--- config.mk ---
export PLATFORM = sky130hd
export DESIGN_NAME = txhex_stream
export DESIGN_NICKNAME = d
export VERILOG_FILES = /design/src/rtl/txhex_pkg.sv /design/src/rtl/txhex_fifo.sv /design/src/rtl/txhex_stream.sv
export SDC_FILE = /design/constraint.sdc
export NUM_CORES = 1
export LEC_CHECK = 0
export ABC_AREA = 1
export CAP_MARGIN = 20
export CORE_AREA = 2 2 195 178
export CTS_CLUSTER_SIZE = 40
export DETAILED_ROUTE_END_ITERATION = 12
export DIE_AREA = 0 0 197 180
export DONT_BUFFER_PORTS = 1
export PLACE_DENSITY = 0.43
export SLEW_MARGIN = 20
export SYNTH_ARGS = -nofsm -noshare
export SYNTH_HDL_FRONTEND = slang
export SYNTH_SLANG_ARGS = --single-unit
--- constraint.sdc ---
create_clock -name i_clk -period 2.7 [get_ports i_clk]
set_clock_uncertainty 0.1 [all_clocks]
set_input_delay 0.27 -clock i_clk [delete_from_list [all_inputs] [get_ports i_clk]]
set_output_delay 0.27 -clock i_clk [all_outputs]
set_load 0.02 [all_outputs]
--- src/rtl/txhex_pkg.sv ---
// Shared definitions for the hex text streamer: FSM encoding, ASCII
// constants and the nibble-to-character conversion.
package txhex_pkg;

  typedef enum logic [2:0] {
    S_IDLE,
    S_PFX0,
    S_PFX1,
    S_SKIP,
    S_DIGIT,
    S_CR,
    S_LF
  } txhex_state_t;

  localparam logic [7:0] ASCII_ZERO = 8'h30;
  localparam logic [7:0] ASCII_X    = 8'h78;
  localparam logic [7:0] ASCII_CR   = 8'h0d;
  localparam logic [7:0] ASCII_LF   = 8'h0a;

  // Lowercase hex digit for a nibble
  function automatic logic [7:0] hex_ascii(input logic [3:0] nib);
    if (nib < 4'd10)
      return ASCII_ZERO + {4'h0, nib};
    else
      return 8'h57 + {4'h0, nib};
  endfunction

endpackage

--- src/rtl/txhex_fifo.sv ---
// Small synchronous word FIFO with registered full/empty flags and a
// fall-through read port so the consumer sees the head word directly.
module txhex_fifo #(
  parameter int DW     = 32,
  parameter int LGFIFO = 2
) (
  input  logic          i_clk,
  input  logic          i_reset,
  input  logic          push,
  input  logic [DW-1:0] push_data,
  input  logic          pop,
  output logic [DW-1:0] rd_data,
  output logic          full,
  output logic          empty
);

  localparam int DEPTH = 2 ** LGFIFO;
  localparam logic [LGFIFO:0] DEPTH_CNT = (LGFIFO + 1)'(DEPTH);

  logic [DW-1:0]     mem [DEPTH];
  logic [LGFIFO-1:0] wr_ptr_reg, rd_ptr_reg;
  logic [LGFIFO:0]   count_reg, count_next;
  logic              full_reg, empty_reg;
  logic              push_ok, pop_ok;

  // A push while full is refused even if a pop frees a slot this cycle
  assign push_ok = push && !full_reg;
  assign pop_ok  = pop && !empty_reg;

  always_comb begin
    count_next = count_reg;
    case ({push_ok, pop_ok})
      2'b10:   count_next = count_reg + 1'b1;
      2'b01:   count_next = count_reg - 1'b1;
      default: count_next = count_reg;
    endcase
  end

  always_ff @(posedge i_clk) begin
    if (push_ok)
      mem[wr_ptr_reg] <= push_data;
  end

  always_ff @(posedge i_clk) begin
    if (i_reset) begin
      wr_ptr_reg <= '0;
      rd_ptr_reg <= '0;
      count_reg  <= '0;
      full_reg   <= 1'b0;
      empty_reg  <= 1'b1;
    end else begin
      if (push_ok)
        wr_ptr_reg <= wr_ptr_reg + 1'b1;
      if (pop_ok)
        rd_ptr_reg <= rd_ptr_reg + 1'b1;
      count_reg <= count_next;
      full_reg  <= (count_next == DEPTH_CNT);
      empty_reg <= (count_next == '0);
    end
  end

  assign rd_data = mem[rd_ptr_reg];
  assign full    = full_reg;
  assign empty   = empty_reg;

endmodule

--- src/rtl/txhex_stream.sv ---
// Buffers words and prints each as ASCII hex ("0x", digits, CR/LF) over a
// byte handshake toward a UART transmitter.
module txhex_stream
  import txhex_pkg::*;
#(
  parameter int DW        = 32,
  parameter int LGFIFO    = 2,
  parameter int PREFIX    = 1,
  parameter int EOL       = 2,
  parameter int ZSUPPRESS = 0
) (
  input  logic          i_clk,
  input  logic          i_reset,
  input  logic          i_stb,
  input  logic [DW-1:0] i_data,
  output logic          o_full,
  output logic          o_idle,
  output logic          o_tx_stb,
  output logic [7:0]    o_tx_data,
  input  logic          i_tx_busy
);

  localparam int CW = $clog2(DW / 4 + 1);
  localparam logic [CW-1:0] NDIG = CW'(DW / 4);
  localparam txhex_state_t AFTER_PFX = (ZSUPPRESS != 0) ? S_SKIP : S_DIGIT;
  localparam txhex_state_t FIRST_ST  = (PREFIX != 0) ? S_PFX0 : AFTER_PFX;
  localparam txhex_state_t EOL_ST    = (EOL == 2) ? S_CR : ((EOL == 1) ? S_LF : S_IDLE);

  txhex_state_t  state_reg, state_next;
  logic [DW-1:0] shift_reg, shift_next;
  logic [CW-1:0] cnt_reg, cnt_next;
  logic          stb_reg, stb_next;
  logic [7:0]    data_reg, data_next;
  logic          fifo_pop, fifo_empty, fifo_full;
  logic [DW-1:0] fifo_data;
  logic [3:0]    top_nib;
  logic [7:0]    byte_val;
  logic          is_byte_state;
  logic          take;

  txhex_fifo #(
    .DW     (DW),
    .LGFIFO (LGFIFO)
  ) u_fifo (
    .i_clk     (i_clk),
    .i_reset   (i_reset),
    .push      (i_stb),
    .push_data (i_data),
    .pop       (fifo_pop),
    .rd_data   (fifo_data),
    .full      (fifo_full),
    .empty     (fifo_empty)
  );

  assign top_nib = shift_reg[DW-1 -: 4];
  assign take    = stb_reg && !i_tx_busy;

  always_comb begin
    byte_val      = 8'h00;
    is_byte_state = 1'b1;
    case (state_reg)
      S_PFX0:  byte_val = ASCII_ZERO;
      S_PFX1:  byte_val = ASCII_X;
      S_DIGIT: byte_val = hex_ascii(top_nib);
      S_CR:    byte_val = ASCII_CR;
      S_LF:    byte_val = ASCII_LF;
      default: is_byte_state = 1'b0;
    endcase
  end

  always_comb begin
    state_next = state_reg;
    shift_next = shift_reg;
    cnt_next   = cnt_reg;
    stb_next   = stb_reg;
    data_next  = data_reg;
    fifo_pop   = 1'b0;

    if (state_reg == S_IDLE) begin
      if (!fifo_empty) begin
        fifo_pop   = 1'b1;
        shift_next = fifo_data;
        cnt_next   = NDIG;
        state_next = FIRST_ST;
      end
    end else if (state_reg == S_SKIP) begin
      if (top_nib == 4'h0 && cnt_reg > CW'(1)) begin
        shift_next = shift_reg << 4;
        cnt_next   = cnt_reg - CW'(1);
      end else begin
        state_next = S_DIGIT;
      end
    end else if (is_byte_state) begin
      // Present the byte one cycle after entering the state, hold until taken
      if (!stb_reg) begin
        stb_next  = 1'b1;
        data_next = byte_val;
      end else if (take) begin
        stb_next = 1'b0;
        case (state_reg)
          S_PFX0:  state_next = S_PFX1;
          S_PFX1:  state_next = AFTER_PFX;
          S_DIGIT: begin
            shift_next = shift_reg << 4;
            cnt_next   = cnt_reg - CW'(1);
            state_next = (cnt_reg == CW'(1)) ? EOL_ST : S_DIGIT;
          end
          S_CR:    state_next = S_LF;
          default: state_next = S_IDLE;
        endcase
      end
    end
  end

  always_ff @(posedge i_clk) begin
    if (i_reset) begin
      state_reg <= S_IDLE;
      shift_reg <= '0;
      cnt_reg   <= '0;
      stb_reg   <= 1'b0;
      data_reg  <= 8'h00;
    end else begin
      state_reg <= state_next;
      shift_reg <= shift_next;
      cnt_reg   <= cnt_next;
      stb_reg   <= stb_next;
      data_reg  <= data_next;
    end
  end

  assign o_tx_stb  = stb_reg;
  assign o_tx_data = data_reg;
  assign o_full    = fifo_full;
  assign o_idle    = fifo_empty && (state_reg == S_IDLE);

endmodule

==> impl_metrics.toml, run 1 <==
[status]
outcome = "complete, no violations"

[synthesis]
synth.distinct_cells = 35
synth_common_cells = "265 x nand2_1, 153 x inv_1, 128 x edfxtp_1"
ys_warn_count = 0
ys_top_cells_by_area = "edfxtp_1 46%, dfxtp_1 14%, nand2_1 12%"
synth-seq-area-share_pct = 60.53
synth_area_leader_cell = "edfxtp_1"
synth_fp_nets = 977
synthArstFlopShare_pct = 0
postSynthCellCount = 932
synthesis.area_um2 = 8268
synth_top_cell_area_share_pct = 46.49
avgSynthCellArea_um2 = 8.871
synthFlopType = "edfxtp_1"
synth_edf_count = 128
synth_seq_cells = 186
synth_most_common_cell = "nand2_1"

[global_route]
grt_pass1_wl_um = 30220
gr-total-overflow = 0
track_usage_pct = 11.06
first_global_vias = 5488
antenna_found_initial = 1
grt_max_degree = 65

[layout]
seq_area_um2 = 5006
area_growth_pct = 16.99
drive_above_1_share_pct = 8.016
fin_util_pct = 28.90
largest_reg_flops = 128
fill_cells = 3531
final_area_um2 = 9673
nNetsFinal = 1005
multi_input_area_um2 = 2480

[critical_path]
crit_family = "adder cells"
cp_max_fo = 8
max_stage_delay_ns = 0.52
path_buf_inv = 0
end_kind = "flip-flop"
cp.required_ns = 2.96
cpMostUsedCell = "nor2_1"
start_kind = "flip-flop"
worstPathArrival_ns = 2.42
cp_slowest_cell = "dfxtp_1"
worstSetupPathType = "reg2reg"
path_cells = "nor2_4 > nand2_2 > nor2_4 > ha_1 > fa_1 > nor2_1 > nor2_1 > a21o_1 > nand2_1 > nor2_1 > a21oi_1"

[power_and_ir_drop]
p_leak_nw = 4.175
powerDensity_nw_per_um2 = 996.9
p_sw_share_pct = 39.58
ir_worst_vdd_mv = 0.4537
p_sw_mw = 3.816
seqPwrFrac_pct = 39.1
p_int_mw = 5.826
p_comb_share_pct = 35.4
power_frac_clock_pct = 25.5

[floorplan]
die_h_um = 180
start_util_pct = 24.70
dieWidth_um = 197
coreArea_um2 = 33470
placementRows = 64
die-area_um2 = 35460
io_pins = 47

[detailed_routing]
routed_via_density = 4.039
routed_wl_um = 18580
firstDrtPassIters = 4
via_count = 5667
post_drt_wl_per_cell_um = 13.24
initialDrtViolationCount = 337
antenna_left = 0
drc = 0

[placement]
routabilityCongestion = 0.7259
dp_hpwl_um = 11630
place_area_um2 = 8768
numPortBuffers = 0

[clocking]
htree_levels = 4
clock_latency_ns = 0.43
cts-root-buf = "clkbuf_16"
cts_made_buffers = 17
post_cts_resized = 0
clk_pin_slew_ns = 0.08
cts.sink_count = 186
post-cts-setup-buffers = 0
cts_tree = "yes"
cts_buffer_depth = 2

[timing]
setup_tns_ns = 0
min_period_ns = 2.156
hold_violations = 0
finalCritPeriodShare_pct = 79.87
max_freq_ghz = 0.4637
maxSlewViolCount = 0
rsz0062_at_grt = "no"
finalSetupViolations = 0
tightest_slew_ns = 0.8551
max-slew-margin-rel_pct = 42.81

[job]
maxCapViolations = 0

[hold_path]
hp-class = "in2reg"
==> cells in the final DEF, fill, tap and decap left out, types with 2 or more instances in the layout <==
| cell type | instances |
|---|---|
| edfxtp_1 | 128 |
| ha_1 | 8 |
| o21ba_2 | 2 |
| inv_6 | 4 |
| clkbuf_16 | 17 |
| buf_4 | 15 |
| nand3_1 | 67 |
| o21ai_0 | 44 |
| clkinv_1 | 2 |
| nand4_1 | 2 |
| inv_1 | 153 |
| clkinv_4 | 4 |
| nand2_2 | 13 |
| inv_8 | 5 |
| dlygate4sd3_1 | 33 |
| dfxtp_1 | 57 |
| xor2_1 | 2 |
| o22ai_1 | 4 |
| inv_2 | 3 |
| nor2_1 | 98 |
| nor2_4 | 6 |
| nand2_1 | 265 |
| buf_12 | 2 |
| a21oi_1 | 23 |
==> per-stage QoR <==
stage | power (mW) | worst slack, ns | instances | hold slack, ns
final | 9.643 | 0.5435 | 1403 | 0.03845
after floorplan | 6.491 | 0.1273 | 932 | 0.2536
after global routing | 10.49 | 0.3072 | 1403 | 0.05378
after CTS | 9.811 | 0.5211 | 1402 | 0.02380
after detailed placement | 7.251 | 0.5581 | 1337 | 0.2461
after global placement | 7.247 | 0.5711 | 1337 | 0.2478
==> kinds of logic after synthesis <==
kind of cell	after synthesis	synth area share, %
muxes	1	0.1211
other	1	0.04536
xor gates and xnor gates	3	0.3179
buffers and inverters	199	9.837
and+or+nand+nor	458	22.93
AOI/OAI and AO/OA	75	4.767
adders and majority gates	9	1.453
DFF	186	60.53
==> worst register-to-register path, cell delays in order, from the launching register on <==
cell,delay (ns)
dfxtp_1,0.52
nor2_4,0.10
nand2_2,0.10
nor2_4,0.06
ha_1,0.22
fa_1,0.38
nor2_1,0.12
nor2_1,0.06
a21o_1,0.16
nand2_1,0.07
nor2_1,0.05
a21oi_1,0.15
==> per-layer routing <==
layer / global-route usage, % / up-vias / share of wire [%]
li1: - / 2964 / -
met1: 14.70 / 2631 / 49
met2: 17.99 / 59 / 47
met3: 2.627 / 13 / 3.3
met4: 2.977 / 0 / 1.0
met5: 0 / - / 0
==> path summary, 6_finish.rpt <==
| path | slack (ns) | endpoint | depth (start not counted) | from |
|---|---|---|---|---|
| setup reg to reg | 0.54 | u_fifo.empty$_SDFF_PP1_ | 11 | state_reg[0]$_SDFFE_PP0P_ |
| hold reg to reg | 0.37 | shift_reg[3]$_SDFFE_PP0P_ | 2 | shift_reg[3]$_SDFFE_PP0P_ |
| hold / removal | 0.04 | u_fifo.empty$_SDFF_PP1_ | 2 | i_reset |
| setup / recovery | 0.54 | u_fifo.empty$_SDFF_PP1_ | 11 | state_reg[0]$_SDFFE_PP0P_ |
==> what timing repair did <==
| item | CTS | global route |
|---|---|---|
| hold buffers | 33 | 0 |
| hold endpoints to repair | 150 | 0 |
| setup endpoints to repair | 0 | 0 |
==> area by class of cell <==
class | instances | area share (%)
antenna | 1 | 0.02587
inverter | 158 | 6.131
multi-input combinational | 547 | 25.64
timing repair buffer | 50 | 4.993
tap | 429 | 5.549
sequential | 186 | 51.75
clock buffer | 18 | 4.437
clock inverter | 14 | 1.475
==> power by group through the flow <==
| stage | clock network (mW) | logic [mW] | registers [mW] |
|---|---|---|---|
| floorplan | 0 | 2.75 | 3.74 |
| global placement | 0 | 3.40 | 3.84 |
| detailed placement | 0 | 3.41 | 3.84 |
| CTS | 2.54 | 3.49 | 3.78 |
| global route | 2.67 | 4.00 | 3.82 |
| finish | 2.46 | 3.41 | 3.77 |
(Power assumes the default switching activity.)
==> run 2, diff against run 1 <==
- clock period: 2.7 -> 1.8 ns (I/O delays scaled with it)
==> impl_metrics.toml, run 2 (synthesized netlist as in run 1, its figures left out) <==
[critical_path]
r2r_slack_ns = -0.003
start_kind = "flip-flop"
worstPathArrival_ns = 2.07
worstSetupPathType = "reg2reg"
path_cells = "nor2_4 > nand2_4 > nor2_4 > ha_4 > fa_2 > mux2i_1 > nand2_1 > a21oi_1"
r2r-end = "u_fifo.empty$_SDFF_PP1_"
cp.required_ns = 2.07
cp_max_fo = 2
r2r-start = "state_reg[0]$_SDFFE_PP0P_"
end_kind = "flip-flop"
crit_family = "adder cells"
max_stage_delay_ns = 0.42
path_buf_inv = 0
reg2regPathDepth = 8
cp_slowest_cell = "fa_2"
cpMostUsedCell = "nor2_4"

[detailed_routing]
antenna_left = 0
routed_wl_um = 19520
initialDrtViolationCount = 281
firstDrtPassIters = 4
drc = 0
wl_met3_um = 710
wl_met2_um = 9005
wl_met1_um = 9605
routed_via_density = 4.089
top_layer = "met4"
post_drt_wl_per_cell_um = 13.63
via_count = 5855

[timing]
rsz0062_at_grt = "yes"
hold_violations = 22
finalSetupViolations = 1
finalCritPeriodShare_pct = 100.1
layout_setup_ws_ns = -0.002523
holdWs_ns = -0.2930
maxSlewViolCount = 0
min_period_ns = 1.803
max_freq_ghz = 0.5548

[power_and_ir_drop]
p_int_mw = 10.15
ir_worst_vdd_mv = 0.7927
total_power_mw = 15.99
p_comb_share_pct = 39.4
p_sw_share_pct = 36.55
seqPwrFrac_pct = 34.8
p_sw_mw = 5.844
powerDensity_nw_per_um2 = 1564
power_frac_clock_pct = 25.8
p_leak_nw = 4.405

[layout]
drive_above_1_share_pct = 12.16
largest_reg_flops = 128
layout_common_cells = "263 x nand2_1, 152 x inv_1, 128 x edfxtp_1"
final_common_cell = "nand2_1"
fin_cells = 1432
area_growth_pct = 23.67
antennaDiodeCount = 0
nNetsFinal = 1035

[hold_path]
hold-path-endpoint = "state_reg[2]$_SDFFE_PP0P_"
hp-class = "in2reg"
min_from = "i_reset"
holdPathStages = 1

[clocking]
cts_buffer_depth = 2
clk_pin_slew_ns = 0.07
cts.sink_count = 186
cts_tree = "yes"
clock_latency_ns = 0.44
htree_levels = 4
cts_made_buffers = 17
cts-root-buf = "clkbuf_16"
cts_hold_buf = 33

[floorplan]
placementRows = 64
io_pins = 47
start_util_pct = 24.70
coreArea_um2 = 33470
die-area_um2 = 35460
dieWidth_um = 197
die_h_um = 180

[global_route]
gr-total-overflow = 0
first_global_vias = 5795
grt_pass1_wl_um = 31980
antenna_found_initial = 0
grt_max_degree = 56
track_usage_pct = 11.71

[placement]
place_inst = 1356
numPortBuffers = 0
dp_hpwl_um = 12270
routabilityCongestion = 0.7596

[status]
failed_checks = "negative hold slack, negative setup slack"
outcome = "finished, violations left"

[job]
maxCapViolations = 0
==> run 2: final cells by class <==
cell class | count | area (um2)
fillers | 3512 | 23250
well taps | 429 | 536.8
multi-input cells | 548 | 2531
inverters | 158 | 601.8
clock buffers | 19 | 432.9
flip-flops and latches | 186 | 5011
repair buffers | 79 | 895.9
clock inverters | 13 | 215.2
==> run 2: power groups by stage <==
| stage | clock [mW] | sequential, mW | combinational (mW) |
|---|---|---|---|
| after floorplan | 0 | 5.61 | 4.16 |
| after global placement | 0 | 5.66 | 5.86 |
| after detailed placement | 0 | 5.66 | 5.82 |
| after CTS | 4.26 | 5.57 | 6.06 |
| after global routing | 4.45 | 5.63 | 7.25 |
| final | 4.13 | 5.56 | 6.30 |
==> run 2: how the worst max path moves through the flow <==
stage	cells after the start	slack, ns	to	startpoint
after floorplan	3	-0.24	u_fifo.mem[0][0]$_DFFE_PP_	u_fifo.full$_SDFF_PP0_
after global placement	10	0.009	u_fifo.empty$_SDFF_PP1_	u_fifo.full$_SDFF_PP0_
after detailed placement	8	-0.03	u_fifo.full$_SDFF_PP0_	state_reg[1]$_SDFFE_PP0P_
after CTS	7	-0.001	o_idle	state_reg[0]$_SDFFE_PP0P_
after global routing	8	-0.07	u_fifo.full$_SDFF_PP0_	state_reg[0]$_SDFFE_PP0P_
final	8	-0.003	u_fifo.empty$_SDFF_PP1_	state_reg[0]$_SDFFE_PP0P_
==> run 2: layer usage <==
layer  global-route usage [%]  vias up
li1                         -     3032
met1                    16.08     2735
met2                    18.42       74
met3                    2.833       14
met4                    3.158        0
met5                        0        -
==> run 2: repair_timing <==
item	in CTS	in global routing
pin swaps	7	5
gates resized for setup	6	12
gates cloned	0	2
endpoints found under the setup margin	4	34
endpoints found under the hold margin	152	22
buffers inserted	5	4
==> run 2: worst register-to-register path, stage by stage, from the launching register on <==
cell and delay (ns):
dfxtp_2 0.34, nor2_4 0.13, nand2_4 0.07, nor2_4 0.13
ha_4 0.14, fa_2 0.42, mux2i_1 0.17, nand2_1 0.11
a21oi_1 0.13
==> run 2: per-stage QoR <==
step                setup slack [ns]  instance area [um2]  setup TNS (ns)  hold slack, ns  util (%)
finish                     -0.002523                10220       -0.002523         -0.2930     30.55
global route                -0.07317                10220         -0.1726         -0.3233     30.55
CTS                        -0.001482                10120       -0.001482         -0.3218     30.24
detailed placement          -0.02876                 9092        -0.03039          0.1527     27.16
global placement            0.009401                 9092               0          0.1506     27.16
floorplan                    -0.2374                 8297          -31.03          0.1637         -
